==> src/rtl/v_hier_pkg.sv <==
// Shared types and helpers for the v_hier driver slice.
// Holds the driver state enum, default sizes and the signature rotate.
package v_hier_pkg;

  typedef enum logic [1:0] {
    IDLE,
    DRIVE,
    DRAIN,
    FIN
  } state_e;

  localparam int WIDTH_DEF   = 4;
  localparam int LATENCY_DEF = 2;
  localparam int CNT_W_DEF   = 8;
  localparam int SIG_W_DEF   = 8;

  // Rotate left by one within the low w bits (w <= 64).
  function automatic logic [63:0] rotl1(
    input logic [63:0] v,
    input int          w
  );
    logic [63:0] mask;
    mask = (w >= 64) ? '1 : ((64'd1 << w) - 64'd1);
    return ((v << 1) | (v >> (w - 1))) & mask;
  endfunction

endpackage

==> src/rtl/v_hier_dly.sv <==
// Valid shift pipe matching the sub-block latency.
// pend_o flags valids still in flight behind the output stage.
module v_hier_dly #(
  parameter int DEPTH = 2
) (
  input  logic clk,
  input  logic reset_l,
  input  logic in_i,
  output logic out_o,
  output logic pend_o
);

  logic [DEPTH-1:0] pipe_q;

  generate
    if (DEPTH == 1) begin : g_one
      always_ff @(posedge clk or negedge reset_l) begin
        if (!reset_l) begin
          pipe_q <= '0;
        end else begin
          pipe_q <= in_i;
        end
      end
      assign pend_o = 1'b0;
    end else begin : g_many
      always_ff @(posedge clk or negedge reset_l) begin
        if (!reset_l) begin
          pipe_q <= '0;
        end else begin
          pipe_q <= {pipe_q[DEPTH-2:0], in_i};
        end
      end
      assign pend_o = |pipe_q[DEPTH-2:0];
    end
  endgenerate

  assign out_o = pipe_q[DEPTH-1];

endmodule

==> src/rtl/v_hier_drv.sv <==
// Burst driver for v_hier_sub: drives avec, captures qvec after
// LATENCY cycles and folds responses into a rotating signature.
module v_hier_drv
  import v_hier_pkg::*;
#(
  parameter int WIDTH   = WIDTH_DEF,
  parameter int LATENCY = LATENCY_DEF,
  parameter int CNT_W   = CNT_W_DEF,
  parameter int SIG_W   = SIG_W_DEF
) (
  input  logic             clk,
  input  logic             reset_l,
  input  logic             start,
  input  logic [WIDTH-1:0] seed,
  input  logic [CNT_W-1:0] count,
  output logic [WIDTH-1:0] avec,
  input  logic [WIDTH-1:0] qvec,
  output logic             busy,
  output logic             done,
  output logic [SIG_W-1:0] sig,
  output logic [CNT_W-1:0] rcount
);

  localparam logic [CNT_W-1:0] CNT_MAX = '1;
  localparam logic [CNT_W-1:0] CNT_ONE = CNT_W'(1);

  state_e           state_q, state_d;
  logic [WIDTH-1:0] avec_q, avec_d;
  logic [CNT_W-1:0] rem_q, rem_d;
  logic [SIG_W-1:0] sig_q, sig_d;
  logic [CNT_W-1:0] rcnt_q, rcnt_d;
  logic [SIG_W-1:0] sig_rot;
  logic             push, vout, pend;

  assign push = (state_q == DRIVE);

  v_hier_dly #(
    .DEPTH (LATENCY)
  ) u_dly (
    .clk     (clk),
    .reset_l (reset_l),
    .in_i    (push),
    .out_o   (vout),
    .pend_o  (pend)
  );

  assign sig_rot = SIG_W'(rotl1(64'(sig_q), SIG_W));

  always_comb begin
    state_d = state_q;
    avec_d  = avec_q;
    rem_d   = rem_q;
    sig_d   = sig_q;
    rcnt_d  = rcnt_q;
    if (vout) begin
      sig_d  = sig_rot ^ SIG_W'(qvec);
      rcnt_d = (rcnt_q == CNT_MAX) ? rcnt_q : rcnt_q + 1'b1;
    end
    unique case (state_q)
      IDLE: begin
        if (start) begin
          sig_d  = '0;
          rcnt_d = '0;
          if (count != '0) begin
            state_d = DRIVE;
            avec_d  = seed;
            rem_d   = count;
          end else begin
            state_d = FIN;
          end
        end
      end
      DRIVE: begin
        if (rem_q == CNT_ONE) begin
          state_d = DRAIN;
        end else begin
          rem_d  = rem_q - 1'b1;
          avec_d = avec_q + 1'b1;
        end
      end
      // Leave once only the output stage (if anything) remains.
      DRAIN: begin
        if (!pend) state_d = FIN;
      end
      FIN: begin
        state_d = IDLE;
      end
      default: begin
        state_d = IDLE;
      end
    endcase
  end

  always_ff @(posedge clk or negedge reset_l) begin
    if (!reset_l) begin
      state_q <= IDLE;
      avec_q  <= '0;
      rem_q   <= '0;
      sig_q   <= '0;
      rcnt_q  <= '0;
    end else begin
      state_q <= state_d;
      avec_q  <= avec_d;
      rem_q   <= rem_d;
      sig_q   <= sig_d;
      rcnt_q  <= rcnt_d;
    end
  end

  assign avec   = avec_q;
  assign busy   = (state_q == DRIVE) || (state_q == DRAIN);
  assign done   = (state_q == FIN);
  assign sig    = sig_q;
  assign rcount = rcnt_q;

endmodule
==> config.mk <==
export PLATFORM = sky130hd
export DESIGN_NAME = v_hier_drv
export DESIGN_NICKNAME = d
export VERILOG_FILES = /design/src/rtl/v_hier_pkg.sv /design/src/rtl/v_hier_dly.sv /design/src/rtl/v_hier_drv.sv
export SDC_FILE = /design/constraint.sdc
export NUM_CORES = 1
export LEC_CHECK = 0
export ABC_AREA = 0
export CAP_MARGIN = 5
export CORE_MARGIN = 1.5
export CORE_UTILIZATION = 55
export CTS_CLUSTER_SIZE = 20
export DETAILED_ROUTE_END_ITERATION = 12
export PLACE_DENSITY = 0.87
export SLEW_MARGIN = 20
export SYNTH_ARGS = -nofsm -noshare
export SYNTH_HDL_FRONTEND = slang
export SYNTH_HIERARCHICAL = 1
export SYNTH_SLANG_ARGS = --single-unit
==> constraint.sdc <==
create_clock -name clk -period 5.2 [get_ports clk]
set_input_delay 1.04 -clock clk [delete_from_list [all_inputs] [get_ports clk]]
set_output_delay 1.04 -clock clk [all_outputs]
set_load 0.03 [all_outputs]
### Yosys cells after proc, flatten, opt, wreduce, memory -nomap -nowiden

Cells that the tools add are included.

| storage, ports and cells | value |
|---|---|
| flip-flop bits (word level) | 32 |
| input bits | 19 |
| logic and storage cells | 47 |

| cells by class | value |
|---|---|
| add/sub/neg operators | 3 |
| equality and inequality tests | 10 |
| muxes and demuxes | 20 |
| bitwise gates (word level) | 2 |
| reduce and logical (&&, ||, !) cells | 6 |

Operators by type and width:

| operator | number |
|---|---|
| $mux W8 | 10 |
| $pmux W8 S2 | 1 |
| $mux W4 | 3 |
| $ne A2 B2 Y1 const B | 5 |
| $add A8 B1 Y8 const B | 1 |
| $eq A8 B1 Y1 const B | 1 |
| $eq A8 B8 Y1 const B | 1 |
| $mux W2 | 4 |
| $or A8 B1 Y8 | 1 |
| $pmux W2 S4 | 1 |
| $pmux W4 S2 | 1 |
| $reduce_bool A8 Y1 | 1 |
| $sub A8 B1 Y8 const B | 1 |
| $xor A8 B4 Y8 | 1 |
| $add A4 B1 Y4 const B | 1 |
| $eq A2 B2 Y1 const B | 2 |
| $reduce_and A4 Y1 | 1 |
| $reduce_and A3 Y1 | 1 |
| $eq A2 B1 Y1 const B | 1 |
| $logic_not A2 Y1 | 1 |
| $reduce_bool A2 Y1 | 1 |
| $logic_or A1 B1 Y1 | 1 |

### Longest topological paths before layout

| depth | value |
|---|---|
| word-level depth | 5 |
| mapped depth | 8 |
| depth with buffers taken out | 6 |

### Cells and area by module

The synthesis kept the hierarchy.

By module, submodules not included:

| module | instances | cells an instance | area an instance (um2) |
|---|---|---|---|
| v_hier_drv | 1 | 188 | 1,880.6 |
| v_hier_dly | 1 | 2 | 50.0 |

### Worst setup path after synthesis

OpenSTA, ideal clock, no wires.

| timing path | value |
|---|---|
| path kind | input-to-reg |
| start point | in count[6] |
| end point | reg rem_q[5] |
| arrival | 2.557 ns |
| required time | 5.077 ns |
| path slack | 2.520 ns |
| stages | 6 |
| path buffers | 2 |
| path through | or4_1 -> or3b_1 -> buf_6 -> and2_4 -> buf_6 -> o221a_1 |

| on the way | value |
|---|---|
| longest elaborated chain between the ends | 3 |

Ends and longest elaborated chain:

| what | RTL line | source |
|---|---|---|
| from (decl) | v_hier_drv.sv:15 | `input logic [CNT_W-1:0] count,` |
| $reduce_bool A8 Y1 | v_hier_drv.sv:64 | `if (count != '0) begin` |
| $ne A2 B2 Y1 (no line) | n/a |  |
| $reduce_and A4 Y1 (no line) | n/a |  |
| to (signal assigned) | v_hier_drv.sv:104 | `rem_q <= rem_d;` |
| to (decl) | v_hier_drv.sv:29 | `logic [CNT_W-1:0] rem_q, rem_d;` |

No other way between the ends.
A chain may end at the register's enable or synchronous reset.

### Worst setup path after layout

| timing path | value |
|---|---|
| start point | in count[2] |
| end point | reg rem_q[2] |

| on the way | value |
|---|---|
| longest elaborated chain between the ends | 3 |
| elaborated cells on any way between the ends | 6 |
| those cells by class | eq/ne (1); mux (3); reduce/logical (2) |

Ends and longest elaborated chain:

| what | RTL line |
|---|---|
| $reduce_bool A8 Y1 / $mux W8 (equally long branches) | v_hier_drv.sv:64 |
| $ne A2 B2 Y1 (no line) / $mux W8 (equally long branches) | n/a |
| $reduce_and A4 Y1 (no line) / $pmux W8 S2 (equally long branches) | n/a |

Parallel ways exist; a longest one is shown, timed or not. The select of a mux whose other input is x is not followed.

==> impl_summary.txt <==
----------------------------------------------------
[Yosys]
  Sequential-to-total area share from yosys stat ... 0.415
  Top cells by count, synth ... sky130_fd_sc_hd__dfrtp_1, sky130_fd_sc_hd__nor2_1, sky130_fd_sc_hd__a21oi_1
  EDFF count, synth ... 0
  Library cell with the largest summed area after synthesis ... sky130_fd_sc_hd__dfrtp_1
  Total nets after synthesis ... 218
  Area share of the largest cell type after synthesis ... 0.415
  Most numerous cell in the Yosys netlist ... sky130_fd_sc_hd__dfrtp_1
  Gate count of the mapped netlist ... 190
  Syn. warnings ... 6
  Avg Cell Area, Syn ... 10.2 um2
  Synth top area cells ... sky130_fd_sc_hd__dfrtp_1, sky130_fd_sc_hd__ha_1, sky130_fd_sc_hd__mux2i_1
  Number of unique standard cell types used by synthesis ... 51
  Most common flop cell mapped by yosys ... sky130_fd_sc_hd__dfrtp_1
  Total standard cell area after synthesis ... 1930 um2
  #FFs+latches synth ... 32
  Proportion of register bits with asynchronous set or reset after synthesis ... 1.00

[STA]
  Worst hold-check slack ... 0.407 ns
  Worst max-slew margin expressed relative to the limit ... 0.600
  Setup violators final ... 0
  Hold violation total from the final report ... 0
  Final Slew Violations ... 0
  Highest Clock Rate ... 327 MHz
  Post-route fraction of the period consumed by the critical path ... 0.588
  Layout Skew ... 0.00254 ns
  Setup repair after global routing missed its margin ... no
  Final period demand of the worst path ... 3.06 ns
  Slew at the pin closest to its max-slew limit ... 0.600 ns
  Total Neg Setup Slack ... 0 ns

[Critical path]
  Top fanout value on the critical path ... 16
  Number of stages on the worst setup path ... 5
  Slack of the worst reg-to-reg path ... 2.50 ns
  Type of the worst setup path ... in2reg
  Critical Path Max Stage Delay ... 0.64 ns
  Worst Reg-to-Reg Cells ... 6
  Crit path max-delay cell type ... sky130_fd_sc_hd__or3b_1
  Crit path DAT ... 3.28 ns
  Count of buffering cells on the critical path with inverters included ... 1
  Required time of the worst setup path ... 5.42 ns
  Crit-path cells ... clkdlybuf4s50_1 -> or4_4 -> or3b_1 -> and4_2 -> a211o_1
  Startpoint type of the worst setup path ... primary input
  Endpoint type of the worst setup path ... flip-flop
  Category of cells accounting for the largest share of critical-path delay ... simple AND/OR/NAND/NOR gates

[CTS]
  Cts hold-fix bufs ... 0
  Maximum count of clock buffers along a single path ... 2
  Clock transition time at the flip-flop clock pins of the worst setup and hold paths ... 0.10 ns
  Insertion delay of the later-clocked pin in the worst-skew pair ... 0.33 ns
  Cts repair resizes ... 0
  Number of buffers created by CTS ... 5
  Number of sinks on the clock net ... 32
  Buffer type at the clock tree root ... sky130_fd_sc_hd__clkbuf_4
  Post CTS Setup Buffer Count ... 0
  TritonCTS clock tree ... done
  Number of H-tree levels ... 2

[Cells and area]
  Number of filler cells placed in the layout ... 283
  Fin nets ... 256
  Post-synthesis to final-layout area growth ... 22.5%
  Number of inserted diodes ... 0
  Share of final-layout standard cells stronger than drive strength 1 ... 0.0921

[Worst hold path]
  Hold Path Class ... reg2reg
  Hold Path Cell Cnt ... 0

[GRT]
  Gr ovfl total ... 0
  Maximum number of pins on one net before global-route repair ... 33
  Layer with the highest usage after global routing ... met2
  Met2 Resource Use GR ... 0.406
  Wire length of the first global-routing pass ... 7170 um
  Initial antenna violation count ... 0
  Vias in the first global route ... 1,589
  Fraction of met1 tracks used by global routing ... 0.282
  Met3 GRT Util ... 0.0562
  Overall track demand over capacity in global routing ... 0.234

[Power and ir drop]
  Clk network pwr share ... 0.105
  Part of the total power dissipated in sequential elements ... 0.331
  Switching power ... 0.698 mW
  Power share of the combinational group ... 0.564
  Peak supply drop ... 0.351 mV
  Pwr Density ... 644 nW/um2
  Leakage power ... 0.998 nW
  Switching share of power ... 0.458
  Internal power ... 0.825 mW

[Drt]
  Final wirelength ... 4190 um
  Total iterations of the first detailed-routing run ... 4
  Total DRC errors in the routed layout ... 0
  DRC marker count from the first detailed-route iteration ... 102
  WL/cell ... 15.3 um
  Remaining antenna violation count ... 0
  Vias per Instance ... 6.00
  Routed via count ... 1,644

[Placed design]
  Placer Congestion ... 0.831
  Port Buf Inserts ... 40
  HPWL after detailed placement ... 2930 um

[Floorplanning]
  Area of the die ... 3870 um2
  Chip height ... 62.2 um
  Total number of placement rows ... 21
  Top Ports ... 41
  Standard cell core area ... 3360 um2
  Starting density of the core ... 0.574
  Die extent in x ... 62.2 um

[Flow run]
  Reported max-cap violation count ... 0

[Run status]
  Status ... finished clean

----------------------------------------------------
==> flip-flops by register name, indices dropped and copies added (netlist names) <==
| signal | cells |
|---|---|
| rcount | 8 |
| rem_q | 8 |
| sig | 8 |
| avec | 4 |
| state_q | 2 |
| u_dly/pipe_q | 2 |
==> logic make-up after synthesis <==
logic type,share of synthesized area
compound gates,0.202
xor+xnor,0.0318
fa+ha+maj,0.0583
buf+inv,0.0732
flops,0.415
mux,0.0467
simple gates,0.173
==> power groups by stage <==
stage          clock (mW)  sequential (mW)  combinational, mW
2_1_floorplan           0            0.573              0.563
3_3_place_gp            0            0.500              0.833
3_5_place_dp            0            0.506              0.857
4_1_cts             0.163            0.504              0.862
5_1_grt             0.176            0.526              0.932
6_report            0.160            0.504              0.859
==> per-layer routing <==
metal | share of wire | up-vias
li1 | - | 778
met1 | 0.42 | 786
met2 | 0.51 | 75
met3 | 0.062 | 5
met4 | 0.010 | 0
met5 | 0 | -
==> stage by stage <==
stage / cells / instance area (um2) / total power, mW / worst slack (ns) / util
final: 274 / 2360 / 1.52 / 2.14 / 0.703
after detailed placement: 267 / 2300 / 1.36 / 1.79 / 0.684
after floorplan: 190 / 1930 / 1.14 / 2.52 / -
after global placement: 267 / 2300 / 1.33 / 1.86 / 0.684
after global routing: 274 / 2360 / 1.63 / 2.07 / 0.703
after CTS: 274 / 2360 / 1.53 / 2.16 / 0.703
==> cells in the final DEF, fill, tap and decap left out, drive strengths merged, types with 2 or more instances in the layout <==
master,Yosys,layout
dfrtp,32,32
o21ai,5,5
and4,2,2
buf,3,2
o221a,3,3
clkbuf,8,7
nor2,24,24
nand3,5,5
a22o,2,2
a32o,2,2
and3,3,3
a211oi,5,5
ha,9,9
mux2i,9,9
nand4,3,3
or3,3,3
a21oi,11,11
o211ai,2,2
a41oi,4,4
and2,3,3
clkdlybuf4s50,0,40
inv,10,10
xor2,3,3
a211o,5,5
nor4,2,2
nor3,5,5
or4,2,2
nand2,7,7
xnor2,4,4
==> final timing paths <==
| kind | endpoint | from |
|---|---|---|
| setup / recovery | rem_q[2] | count[2] |
| hold / removal | u_dly/pipe_q[1] | u_dly/pipe_q[0] |
| setup reg to reg | rem_q[2] | state_q[1] |
| hold reg to reg | u_dly/pipe_q[1] | u_dly/pipe_q[0] |
| max in group asynchronous | rem_q[0] | reset_l |
| min in group asynchronous | rcount[7] | reset_l |
==> final cells by class <==
class,count,area [um2],area share
multi-input combinational,137,988,0.418
sequential,32,801,0.339
timing repair buffer,42,415,0.176
clock buffer,7,65.1,0.0275
tap,46,57.6,0.0243
inverter,10,37.5,0.0159
(Power assumes the default switching activity.)
==> patch 1 (same flow settings) <==
Change the package constant `LATENCY_DEF` from 2 to 1.
--- a/src/rtl/v_hier_pkg.sv
+++ b/src/rtl/v_hier_pkg.sv
@@ -12,3 +12,3 @@
   localparam int WIDTH_DEF   = 4;
-  localparam int LATENCY_DEF = 2;
+  localparam int LATENCY_DEF = 1;
   localparam int CNT_W_DEF   = 8;
Function: changed (Yosys sat finds a counterexample within 4 cycles, from zero or initial values and one cycle with reset_l low).
==> patch 1 against the original RTL <==
Sequential cell count decreased by 1; count of clock-buffer cells in the layout increased by 1; synthesized area fell by 0.71%; cell area down 0.74%; wire length decreased by 4.9%; die area fell by 0.67%; power down 1.2%; setup slack improved by 0.0093 ns; critical path type unchanged.
==> patch 1: results (changes against the original RTL) <==
LEAKAGE 0.990 nW (-0.81%); synthesized-area fraction occupied by adder cells 5.87% (+0.042 points); largest net degree at the start of global routing 32 (-3.0%); outcome finished clean; Starting DRT DRC Count 118 (+16%); post-synthesis compound-gate area fraction 20.4% (+0.15 points); slowest cell delay on critical path 0.61 ns (-0.03 ns); post-synthesis sequential area ratio 40.5% (-1.0 points); crit path DAT 3.27 ns (about the same); Net Count, Synth 219 (+0.46%); vias in the first global route 1414 (-11%); Detailed Place HPWL 2820 um (-3.7%); sequential share of power 32.4% (-0.7 points); synth top area cells dfrtp_1 40%, ha_1 5.9%, mux2i_1 4.7%, nor2_1 4.7%, a21oi_1 2.9%; first-pass GRT wire length 6060 um (-15%); WL final 3980 um (-4.9%); mux contribution to synthesized area 4.70% (+0.034 points); XOR/XNOR share of the synthesized area 3.20% (+0.023 points); layout cells sized above 1 9.17% (-0.040 points); internal power 0.815 mW (-1.2%); GP Congestion 0.830 (-0.17%); Distinct cells, synth 53 (+3.9%); pre-CTS setup slack 1.84 ns (+0.0420 ns); gr usage total 21.6% (-1.7 points); Clock Power Share 10.8% (+0.3 points); top cells by count, synth 31 x dfrtp_1, 24 x nor2_1, 11 x a21oi_1
[patch 1: metrics by stage]
stage          std cells  cell area (sq um)  power, mW  util (%)
2_1_floorplan        191               1920       1.12         -
3_3_place_gp         267               2280       1.32      68.3
3_5_place_dp         267               2280       1.34      68.3
4_1_cts              275               2350       1.51      70.3
5_1_grt              275               2350       1.61      70.3
6_report             275               2350       1.50      70.3
[patch 1: worst paths after layout]
check / from / to / slack (ns) / cells after the start
worst max-delay path: count[6] / rem_q[2] / 2.15 / 5
worst min-delay path: rem_q[6] / rem_q[6] / 0.54 / 1
worst max register to register: state_q[1] / avec[2] / 2.56 / 6
worst min register to register: rem_q[6] / rem_q[6] / 0.54 / 1
max in group asynchronous: reset_l / sig[4] / 3.82 / 2
min in group asynchronous: reset_l / rcount[7] / 1.09 / 2
[patch 1: cell type report]
type                            instances  share of cell area [%]
Clock buffer                            8                    2.93
Sequential cell                        31                    33.0
Inverter                               10                    1.60
Multi-Input combinational cell        138                    42.3
Tap cell                               46                    2.45
Timing Repair Buffer                   42                    17.7
[patch 1: cells by family after synthesis]
group	Yosys count
AO/OA/AOI/OAI	49
other	1
XOR/XNOR	7
flip-flops	31
adder cells (fa/ha/maj)	9
buffers and inverters	22
multiplexers	9
AND/OR/NAND/NOR	63
[patch 1: worst reg2reg max path: stages (launching register included)]
cell and delay, ns:
dfrtp_1 0.41, inv_1 0.13, ha_1 0.57, or2b_2 0.41, or3b_1 0.51, nand2_1 0.18, a211o_1 0.33
[patch 1: per-layer routing]
layer  routed length (um)  vias to the layer above  global-route usage [%]
li1                     -                      778                       -
met1                 1710                      777                    26.9
met2                 1940                       71                    36.3
met3                  311                        2                    6.42
met4                   21                        0                    6.38
met5                    0                        -                       0
==> patch 2 (same flow settings) <==
Without the edit above. Re-encode `state_e` (4 states) as Gray code, 2 bits wide.
--- a/src/rtl/v_hier_pkg.sv
+++ b/src/rtl/v_hier_pkg.sv
@@ -5,6 +5,6 @@
   typedef enum logic [1:0] {
-    IDLE,
-    DRIVE,
-    DRAIN,
-    FIN
+    IDLE  = 2'b00,
+    DRIVE = 2'b01,
+    DRAIN = 2'b11,
+    FIN   = 2'b10
   } state_e;
Formal check against the unedited RTL: same outputs for any inputs over 10 cycles, from zero or initial values and one cycle with reset_l low; not proved beyond that.
==> patch 2 against the original RTL <==
Synthesized area fell by 10%; die area decreased by 9.5%; sequential cell count unchanged; wire length down 8.1%; non-clock buffer count shrank 1; global-route usage rose by 1.4 points; cell area is 6.4% lower; setup slack better by 0.25 ns; combinational power down 17%; clock power fell by 11%; power down 12%; count of clock-buffer cells in the layout is 2 lower; critical path type unchanged; core utilization grew 2.8 points; sequential share of layout area rose by 2.3 points.
==> patch 2: results (changes against the original RTL) <==
met3 Track Usage GR 6.77% (+1.2 points); slowest cell delay on critical path 0.62 ns (-0.02 ns); first-pass GRT wire length 6480 um (-9.6%); Synth async-reset ratio 100% (unchanged); vias in the first global route 1446 (-9.0%); met1 usage 32.9% (+4.7 points); DR WL/cell 15.0 um (-1.7%); layout cells sized above 1 8.49% (-0.72 points); GP Congestion 0.833 (+0.19%); vias per cell 5.89 (-1.9%); Clock Path Buffers 2 (unchanged); post-layout net count 234 (-8.6%); gr usage total 24.8% (+1.4 points); worst skew pair latency 0.35 ns (+0.02 ns); Starting DRT DRC Count 91 (-11%); crit path DAT 3.05 ns (-0.23 ns); diode count 0 (unchanged); Worst-Margin Slew 0.833 ns (+0.233 ns); Worst Clk Skew 0.0200 ns (+0.0174 ns); Detailed Place HPWL 2820 um (-4.0%); Detailed Routing Iterations Pass 1 4 (unchanged); Worst path slowest cell nor3b_4; worst vdd ir 0.000375 V (+6.8%); Distinct cells, synth 48 (-5.9%); sw frac 46.6% (+0.79 points); Reg2Reg Depth 5 (-1); post-synthesis sequential area ratio 46.1% (+4.6 points); hold slack 0.368 ns (-0.0390 ns); Net Count, Synth 194 (-11%); LEAKAGE 0.890 nW (-11%); R2R Setup Slk 2.86 ns (+0.36 ns); synth top area cells dfrtp_1 46%, nor2_1 3.9%, a21oi_1 3.7%, mux2i_1 3.5%, ha_1 2.9%; global routing usage on met2 38.8% (-1.8 points); outcome finished clean; critical path peak fanout 18 (+2); Port Buffers 40 (unchanged); top cells by count, synth 32 x dfrtp_1, 18 x nor2_1, 13 x a21oi_1
[patch 2: cell types whose count changed after synthesis, sizes merged, moves of 3 or more]
cell | unedited run | this run
a211o | 5 | 1
a31oi | 0 | 7
a41oi | 4 | 1
clkbuf | 8 | 3
ha | 9 | 4
inv | 10 | 6
mux2i | 9 | 6
nand3 | 5 | 8
nor2 | 24 | 19
o221a | 3 | 0
o22ai | 0 | 4
o2bb2ai | 1 | 5
[patch 2: worst max-delay path, delay by kind of cell]
| family | cells | cell delay, ns |
|---|---|---|
| simple gates | 2 | 0.79 |
| compound gates | 2 | 0.71 |
| buf+inv | 1 | 0.50 |
[patch 2: cells by family after synthesis]
| kind of cell | count (synthesis) | share of synthesized area (%) |
|---|---|---|
| AOI/OAI and AO/OA | 54 | 22.5 |
| xor gates and xnor gates | 6 | 3.02 |
| adders and majority gates | 4 | 2.88 |
| buffers and inverters | 15 | 4.03 |
| DFF | 32 | 46.1 |
| muxes | 6 | 3.46 |
| and+or+nand+nor | 54 | 18.1 |
[patch 2: power by group through the flow]
stage	combinational (mW)	sequential (mW)	clock [mW]
floorplan	0.418	0.551	0
global placement	0.685	0.476	0
detailed placement	0.710	0.485	0
CTS	0.712	0.481	0.148
global route	0.777	0.499	0.155
finish	0.711	0.481	0.142
[patch 2: worst max path at each step]
| stage | slack, ns | start | endpoint | cells past startpoint |
|---|---|---|---|---|
| 3_5_place_dp | 2.05 | start | avec[0] | 5 |
| 4_1_cts | 2.43 | start | avec[0] | 5 |
| 3_3_place_gp | 2.14 | start | avec[0] | 5 |
| 6_report | 2.39 | start | avec[0] | 5 |
| 2_1_floorplan | 2.98 | count[6] | avec[0] | 4 |
| 5_1_grt | 2.26 | start | avec[0] | 5 |
[patch 2: through the flow]
| step | area (sq um) | utilization, % | power, mW | instances | setup slack, ns |
|---|---|---|---|---|---|
| floorplan | 1740 | - | 0.969 | 171 | 2.98 |
| global placement | 2160 | 71.2 | 1.16 | 248 | 2.14 |
| detailed placement | 2160 | 71.2 | 1.19 | 248 | 2.05 |
| CTS | 2210 | 73.1 | 1.34 | 256 | 2.43 |
| global route | 2210 | 73.1 | 1.43 | 256 | 2.26 |
| finish | 2210 | 73.1 | 1.33 | 256 | 2.39 |
[patch 2: layout make-up]
cell class,count,area [sq um]
multi-input cells,124,867
inverters,7,26.3
fillers,224,815
clock buffers,5,37.5
well taps,44,55.1
clock inverters,3,18.8
flip-flops and latches,32,801
repair buffers,41,408
[patch 2: metal layers]
layer | vias to the layer above | share of wire (%)
li1 | 716 | -
met1 | 727 | 44
met2 | 55 | 49
met3 | 9 | 4.7
met4 | 0 | 1.9
met5 | - | 0
